<file path="config.mk">
export PLATFORM = sky130hd
export DESIGN_NAME = pll_reset_seq
export DESIGN_NICKNAME = d
export VERILOG_FILES = /design/src/rtl/pll_rst_pkg.sv /design/src/rtl/sync_ff.sv /design/src/rtl/pll_reset_seq.sv
export SDC_FILE = /design/constraint.sdc
export NUM_CORES = 1
export LEC_CHECK = 0
export CAP_MARGIN = 10
export CORE_MARGIN = 2
export CORE_UTILIZATION = 53
export CTS_CLUSTER_DIAMETER = 50
export DETAILED_ROUTE_END_ITERATION = 12
export PLACE_DENSITY = 0.77
export SETUP_SLACK_MARGIN = 0.4
export SYNTH_ARGS = -nofsm -noshare
export SYNTH_HDL_FRONTEND = slang
export SYNTH_SLANG_ARGS = --single-unit
</file>
<file path="constraint.sdc">
create_clock -name clk -period 1.6 [get_ports clk]
set_input_delay 0.4 -clock clk [delete_from_list [all_inputs] [get_ports clk]]
set_output_delay 0.4 -clock clk [all_outputs]
set_load 0.1 [all_outputs]
</file>
<file path="src/rtl/pll_rst_pkg.sv">
// Shared definitions for the PLL reset sequencer: state encoding, counter widths, helpers.
// Latency: n/a (definitions only).
// Backpressure: n/a.
package pll_rst_pkg;

  localparam logic [1:0] HOLD     = 2'd0;
  localparam logic [1:0] DEBOUNCE = 2'd1;
  localparam logic [1:0] RELEASE  = 2'd2;
  localparam logic [1:0] RUN      = 2'd3;

  localparam int LOSS_CNT_W = 8;

  typedef enum logic [1:0] {
    ST_HOLD     = HOLD,
    ST_DEBOUNCE = DEBOUNCE,
    ST_RELEASE  = RELEASE,
    ST_RUN      = RUN
  } pll_state_e;

  function automatic int max_int(input int a, input int b);
    return (a > b) ? a : b;
  endfunction

endpackage

</file>
<file path="src/rtl/sync_ff.sv">
// N-stage single-bit synchroniser with asynchronous active-low clear.
// Latency: STAGES clk edges from d to q.
// Backpressure: none; free-running.
module sync_ff #(
  parameter int STAGES = 2
) (
  input  logic clk,
  input  logic resetn,
  input  logic d,
  output logic q
);

  logic [STAGES-1:0] chain;

  always_ff @(posedge clk or negedge resetn) begin
    if (!resetn) begin
      chain <= '0;
    end else begin
      chain <= {chain[STAGES-2:0], d};
    end
  end

  assign q = chain[STAGES-1];

endmodule

</file>
<file path="src/rtl/pll_reset_seq.sv">
// Turns the raw PLL lock flag into a debounced, held-off system reset and counts lock losses.
// Latency: lock -> release in SYNC_STAGES+LOCK_STABLE+RST_HOLD+1 edges; lock loss -> reset in SYNC_STAGES+1.
// Backpressure: none; sw_rst_req is honoured only in RUN and otherwise dropped.
module pll_reset_seq
  import pll_rst_pkg::*;
#(
  parameter int SYNC_STAGES = 2,
  parameter int LOCK_STABLE = 1024,
  parameter int RST_HOLD    = 16
) (
  input  logic                  clk,
  input  logic                  resetn,
  input  logic                  pll_lock,
  input  logic                  sw_rst_req,
  output logic                  sys_resetn,
  output logic                  ready,
  output logic [LOSS_CNT_W-1:0] lock_loss_cnt,
  output logic [1:0]            state
);

  localparam int CNT_W = $clog2(max_int(LOCK_STABLE, RST_HOLD) + 1);
  localparam logic [CNT_W-1:0] STABLE_LAST = CNT_W'(LOCK_STABLE - 1);
  localparam logic [CNT_W-1:0] HOLD_LAST   = CNT_W'(RST_HOLD - 1);
  localparam logic [LOSS_CNT_W-1:0] LOSS_MAX = '1;

  logic                  lock_s;
  pll_state_e            cur_st;
  pll_state_e            nxt_st;
  logic [CNT_W-1:0]      cnt;
  logic [CNT_W-1:0]      cnt_nxt;
  logic [LOSS_CNT_W-1:0] loss_nxt;

  sync_ff #(
    .STAGES (SYNC_STAGES)
  ) u_lock_sync (
    .clk    (clk),
    .resetn (resetn),
    .d      (pll_lock),
    .q      (lock_s)
  );

  always_ff @(posedge clk or negedge resetn) begin
    if (!resetn) begin
      cur_st        <= ST_HOLD;
      cnt           <= '0;
      lock_loss_cnt <= '0;
      sys_resetn    <= 1'b0;
      ready         <= 1'b0;
    end else begin
      cur_st        <= nxt_st;
      cnt           <= cnt_nxt;
      lock_loss_cnt <= loss_nxt;
      // Outputs follow the next state so they switch on the same edge as state.
      sys_resetn    <= (nxt_st == ST_RUN);
      ready         <= (nxt_st == ST_RUN);
    end
  end

  always_comb begin
    nxt_st   = cur_st;
    cnt_nxt  = cnt;
    loss_nxt = lock_loss_cnt;
    case (cur_st)
      ST_HOLD: begin
        cnt_nxt = '0;
        if (lock_s) begin
          nxt_st = ST_DEBOUNCE;
        end
      end
      ST_DEBOUNCE: begin
        if (!lock_s) begin
          nxt_st  = ST_HOLD;
          cnt_nxt = '0;
        end else if (cnt == STABLE_LAST) begin
          nxt_st  = ST_RELEASE;
          cnt_nxt = '0;
        end else begin
          cnt_nxt = cnt + 1'b1;
        end
      end
      ST_RELEASE: begin
        if (!lock_s) begin
          nxt_st  = ST_HOLD;
          cnt_nxt = '0;
        end else if (cnt == HOLD_LAST) begin
          nxt_st  = ST_RUN;
          cnt_nxt = '0;
        end else begin
          cnt_nxt = cnt + 1'b1;
        end
      end
      ST_RUN: begin
        cnt_nxt = '0;
        // Lock loss wins over a coincident soft reset so the event is always counted.
        if (!lock_s) begin
          nxt_st = ST_HOLD;
          if (lock_loss_cnt != LOSS_MAX) begin
            loss_nxt = lock_loss_cnt + 1'b1;
          end
        end else if (sw_rst_req) begin
          nxt_st = ST_RELEASE;
        end
      end
      default: begin
        nxt_st  = ST_HOLD;
        cnt_nxt = '0;
      end
    endcase
  end

  assign state = cur_st;

endmodule

</file>
==> impl_metrics.yaml <==
clock_network:
  cts_inserted_buffers: 3
  htreeDepth: 1
  clock-sinks: 24
  clkLatencyLatePin_ps: 340
  cts_tree: "yes"
  clk_path_buf_depth: 2
  cts_root_buf: "clkbuf_4"
  path_clk_slew_ps: 150
cells_and_area:
  layout_commonest_cell: "buf_4"
  stdcell_count: 185
  area_delta_synth_final_pct: 68.0
  drive_gt1_share_pct: 59.9
  final_nets: 164
  antennaDiodeCount: 0
  layout_common_cells: "28 x buf_4, 12 x buf_12, 10 x xor2_1"
  final_area_sq_um: 2010
  utilization_pct: 92.7
drt:
  first_pass_iters: 4
  wl_um: 4490
  drtIter0Drc: 59
  vias: 1147
  viasPerCell: 6.20
  drc: 0
  wl_per_cell_um: 24.3
  drtAntennaViolNets: 0
timing:
  relSlewSlack_pct: 65.2
  fmax_mhz: 623
  slew_viol_final: 0
  rsz0062_at_grt: "yes"
  post-route-period-util_pct: 100
  period_needed_ps: 1610
  worst_pin_slew_ps: 518
  setup_ws_ps: -5.17
  setup_viol: 1
  hold_viol: 0
  skew_ps: 11.8
worst_setup_path:
  arrival_ps: 1870
  slowest_delay_ps: 490
  worst_ep_required_time_ps: 1870
  crit_start: "state[0]$_DFF_PN0_"
  end_kind: "register"
  path_class: "register to register"
  r2r_start: "state[0]$_DFF_PN0_"
  cp-start-kind: "register"
  slowest_stage: "dfrtp_4"
  cp_cell_sequence: "buf_6 > inv_1 > nor3_1 > a22oi_4 > nor2b_1"
  crit_fanout: 8
power_and_ir_drop:
  p_switching_uw: 263
  p_clk_share_pct: 39.5
  internal_power_uw: 903
  p_leak_nw: 0.938
  swShare_pct: 22.5
  pwr_density_cell_nw_per_um2: 579
  seqPwrFrac_pct: 53.4
  vdd_ir_drop_max_uv: 825
  pwr-share-comb_pct: 7.1
worst_hold_path:
  hp-class: "register to register"
  hold_path_startpoint: "u_lock_sync.chain[0]$_DFF_PN0_"
floorplan:
  die-area_sq_um: 2660
  io_pins: 16
  die_w_um: 51.5
  row_count: 17
  fp.dieH_um: 51.5
  start_util_pct: 55.2
  core_sq_um: 2170
grt:
  grt_pass1_vias: 1183
  grt_usage_pct: 35.1
  antenna_found_initial: 0
  grt_max_degree: 25
  grt_pass1_wl_um: 6450
  gr-total-overflow: 0
synth:
  syn_avg_cell_area_sq_um: 11.4
  synth_seq_area_share_pct: 50.2
  synthCells: 105
  ys_seq_elements: 24
  syn-cell-area_sq_um: 1200
  mappedNetlistNets: 111
  synth_warnings: 0
  synth.distinct_cells: 30
placement:
  pre_cts_ws_ps: 141
  gp_congestion: 0.884
  placed_cells: 148
  post-dp-hpwl_um: 1750
  post_dp_cell_area_sq_um: 1570
  numPortBuffers: 15
run_status:
  status: "finished, violations left"
  violations: "negative setup slack"
run:
  max_cap_viol_count: 0
==> cell type report <==
cell class                      count  area [sq um]
Clock buffer                        3          22.5
Clock inverter                      1          30.0
Fill cell                          69           158
Inverter                            2          7.51
Multi-Input combinational cell     77           716
Sequential cell                    24           642
Tap cell                           28          35.0
Timing Repair Buffer               50           559
==> registers in the layout, indices dropped and copies added (netlist names) <==
signal	flops
cnt	11
state	2
ready	1
u_lock_sync.chain	2
lock_loss_cnt	8
==> worst paths after layout <==
check / endpoint / slack [ps] / cells after the start
worst max-delay path: cnt[1]$_DFF_PN0_ / -5 / 5
worst min-delay path: u_lock_sync.chain[1]$_DFF_PN0_ / 380 / 0
worst max register to register: cnt[1]$_DFF_PN0_ / -5 / 5
worst min register to register: u_lock_sync.chain[1]$_DFF_PN0_ / 380 / 0
max in group asynchronous: lock_loss_cnt[5]$_DFFE_PN0P_ / 870 / 2
min in group asynchronous: lock_loss_cnt[2]$_DFFE_PN0P_ / 450 / 2
==> logic make-up after synthesis <==
kind of cell             after synthesis  synth area share, %
adder cells (fa/ha/maj)                2                 2.09
flip-flops                            24                 50.2
AO/OA/AOI/OAI                          7                 6.17
XOR/XNOR                              16                 11.7
buffers and inverters                  4                 1.67
AND/OR/NAND/NOR                       50                 26.4
multiplexers                           2                 1.78
==> per-stage QoR <==
stage / TNS, ps / hold slack (ps) / total power, mW
4_1_cts: 0 / 399 / 1.14
6_report: -5.17 / 382 / 1.17
3_3_place_gp: 0 / 333 / 0.686
3_5_place_dp: 0 / 358 / 0.688
2_1_floorplan: 0 / 104 / 0.656
5_1_grt: -185 / 423 / 1.20
==> power groups by stage <==
stage / combinational, mW / clock (mW) / sequential (mW)
final: 0.0830 / 0.460 / 0.622
after global routing: 0.0881 / 0.489 / 0.623
after CTS: 0.0666 / 0.454 / 0.620
after detailed placement: 0.0547 / 0 / 0.633
after global placement: 0.0539 / 0 / 0.632
after floorplan: 0.0154 / 0 / 0.640
==> metal layers <==
layer,up-vias,wire length (um),track usage (%),share of wire [%]
met5,-,0,0,0
met4,0,136,13.2,3.0
met3,19,434,8.33,9.7
met2,80,2250,57.9,50
met1,571,1680,45.0,37
li1,477,-,-,-
==> timing repair <==
action	in CTS	in global routing
setup endpoints to repair	34	34
resized for setup	23	7
setup buffers	28	5
pin swaps	18	15
hold endpoints to repair	0	0
hold buffers	0	0
==> worst max-delay path, delay by kind of cell, from the launching register on <==
family | cells | cell delay [ps]
and+or+nand+nor | 2 | 630
buffers and inverters | 2 | 250
AOI/OAI and AO/OA | 1 | 160
DFF | 1 | 490
==> cells in the mapped netlist <==
library cell	count	area, sq um
nand3b_1	1	7.51
and4_4	3	33.8
buf_4	1	7.51
buf_2	1	5.00
nor4_4	1	21.3
mux2_1	1	11.3
a21oi_1	1	5.00
nand3_1	10	50.1
nand2_1	6	22.5
or2_0	1	6.26
and3_1	4	25.0
xor2_1	10	87.6
dfrtp_1	24	601
nand4b_4	1	23.8
nor3_2	2	20.0
nand4_1	5	31.3
o21a_1	1	7.51
ha_1	2	25.0
and4_1	1	8.76
mux2i_1	1	10.0
xnor2_1	6	52.6
nor3_1	2	10.0
a41o_4	1	21.3
nor2_1	11	41.3
o21ai_1	2	10.0
a31o_1	1	8.76
inv_1	2	7.51
and3b_1	1	8.76
nor2b_1	1	6.26
a22oi_4	1	21.3
(Power assumes the default switching activity.)
==> RTL edit (config.mk and constraints unchanged) <==
Change the parameter `RST_HOLD` from 16 to 32.
--- a/src/rtl/pll_reset_seq.sv
+++ b/src/rtl/pll_reset_seq.sv
@@ -6,7 +6,7 @@
 #(
   parameter int SYNC_STAGES = 2,
   parameter int LOCK_STABLE = 1024,
-  parameter int RST_HOLD    = 16
+  parameter int RST_HOLD    = 32
 ) (
   input  logic                  clk,
   input  logic                  resetn,
Function: same outputs for any inputs over 10 cycles, from zero or initial values and one cycle with resetn low; that may be too few to reach the edited logic, so the function may still have changed.
==> RTL edit against the original RTL <==
Synthesized cell count fell by 1.9%. Clock power fell by 29%. Highest routed layer unchanged. Sequential cell count did not move. Largest power group unchanged. Synthesized area fell by 1.7%. Wire length fell by 26%. Setup slack improved by 0.074 ns. Power fell by 12%. Final area fell by 5.5%.
==> RTL edit: results (changes against the original RTL) <==
Area Growth Syn to Fin: 61.5% (was 68.0%)
slew at the pin closest to its max-slew limit: 0.395 ns (was 0.518 ns)
sequential share of the synthesized area: 51.0% (was 50.2%)
GR Util met1: 32.1% (was 45.0%)
leak pwr: 0.813 nW (was 0.938 nW)
first-pass GRT wire length: 4820 um (was 6450 um)
vias per cell: 5.77 (was 6.20)
Final Skew: 0.00576 ns (was 0.0118 ns)
clock latency on the worst-skew pair: 0.32 ns (was 0.34 ns)
mux contribution to synthesized area: 2.66% (was 1.78%)
metal2 WL: 1790 um (was 2250 um)
vias in the first global route: 1017 (was 1183)
met3 Use GR: 2.34% (was 8.33%)
CP Data Arrival Time: 1.76 ns (was 1.87 ns)
adder-cell share of the synthesized area: 2.13% (was 2.09%)
DRT iter0 DRCs: 38 (was 59)
Synth area leaders: dfrtp_1 (51%), xnor2_1 (7.4%), nor2_1 (4.1%) (was dfrtp_1 (50%), xor2_1 (7.3%), xnor2_1 (4.4%))
syn_nets: 109 (was 111)
CP max FO: 7 (was 8)
Post-synth top cells: dfrtp_1 (24), nor2_1 (13), xnor2_1 (10), nand2_1 (7), nand3_1 (7) (was dfrtp_1 (24), nor2_1 (11), nand3_1 (10), xor2_1 (10))
Cell Area, Placed: 1600 sq um (was 1570 sq um)
fraction of layout cells with a size suffix above 1: 56.3% (was 59.9%)
status: finished, final reports clean (was finished, violations left)
fillers: 80 (was 69)
R2R depth: 4 (was 5)
-- RTL edit: changes by cell type after synthesis, moves of 2 or more --
cell,change
nand2b_1,+2
nand3_1,-3
nor2_1,+2
nor3_2,-2
xnor2_1,+4
xor2_1,-5
-- RTL edit: power by group --
| group | total (mW) | internal (mW) | switching [mW] |
|---|---|---|---|
| Sequential | 0.621 | 0.613 | 0.00782 |
| Clock | 0.328 | 0.139 | 0.188 |
| Combinational | 0.0792 | 0.0337 | 0.0456 |
| Total | 1.03 | 0.786 | 0.242 |
-- RTL edit: critical path, cell delays in order, from the launching register on --
cell	delay, ns
dfrtp_4	0.55
ha_4	0.19
a41oi_4	0.26
buf_6	0.15
mux2_4	0.29
-- RTL edit: through the flow --
stage	cells	utilization [%]
finish	179	88.5
global route	179	88.5
floorplan	103	-
global placement	148	74.3
detailed placement	148	74.3
CTS	172	85.0
-- RTL edit: repair_timing --
item / in CTS / in global routing
resized for setup: 12 / 7
setup endpoints to repair: 34 / 34
cloned: 0 / 0
setup buffers: 20 / 7
pin swaps: 16 / 12
-- RTL edit: worst max-delay path by stage --
stage / startpoint / end / cells past startpoint / slack, ns
after global routing: lock_loss_cnt[0] / lock_loss_cnt[1] / 4 / 0.03
after floorplan: lock_loss_cnt[1] / lock_loss_cnt[1] / 3 / 0.004
after CTS: lock_loss_cnt[4] / lock_loss_cnt[6] / 4 / 0.09
final: lock_loss_cnt[0] / lock_loss_cnt[1] / 4 / 0.07
after global placement: cnt[1] / cnt[2] / 5 / 0.11
after detailed placement: cnt[1] / cnt[2] / 5 / 0.02
-- RTL edit: layout make-up --
type	instances	area share [%]
multi-input combinational	75	34.8
tap	28	1.84
inverter	2	0.395
sequential	24	33.8
timing repair buffer	46	27.2
clock buffer	4	1.91
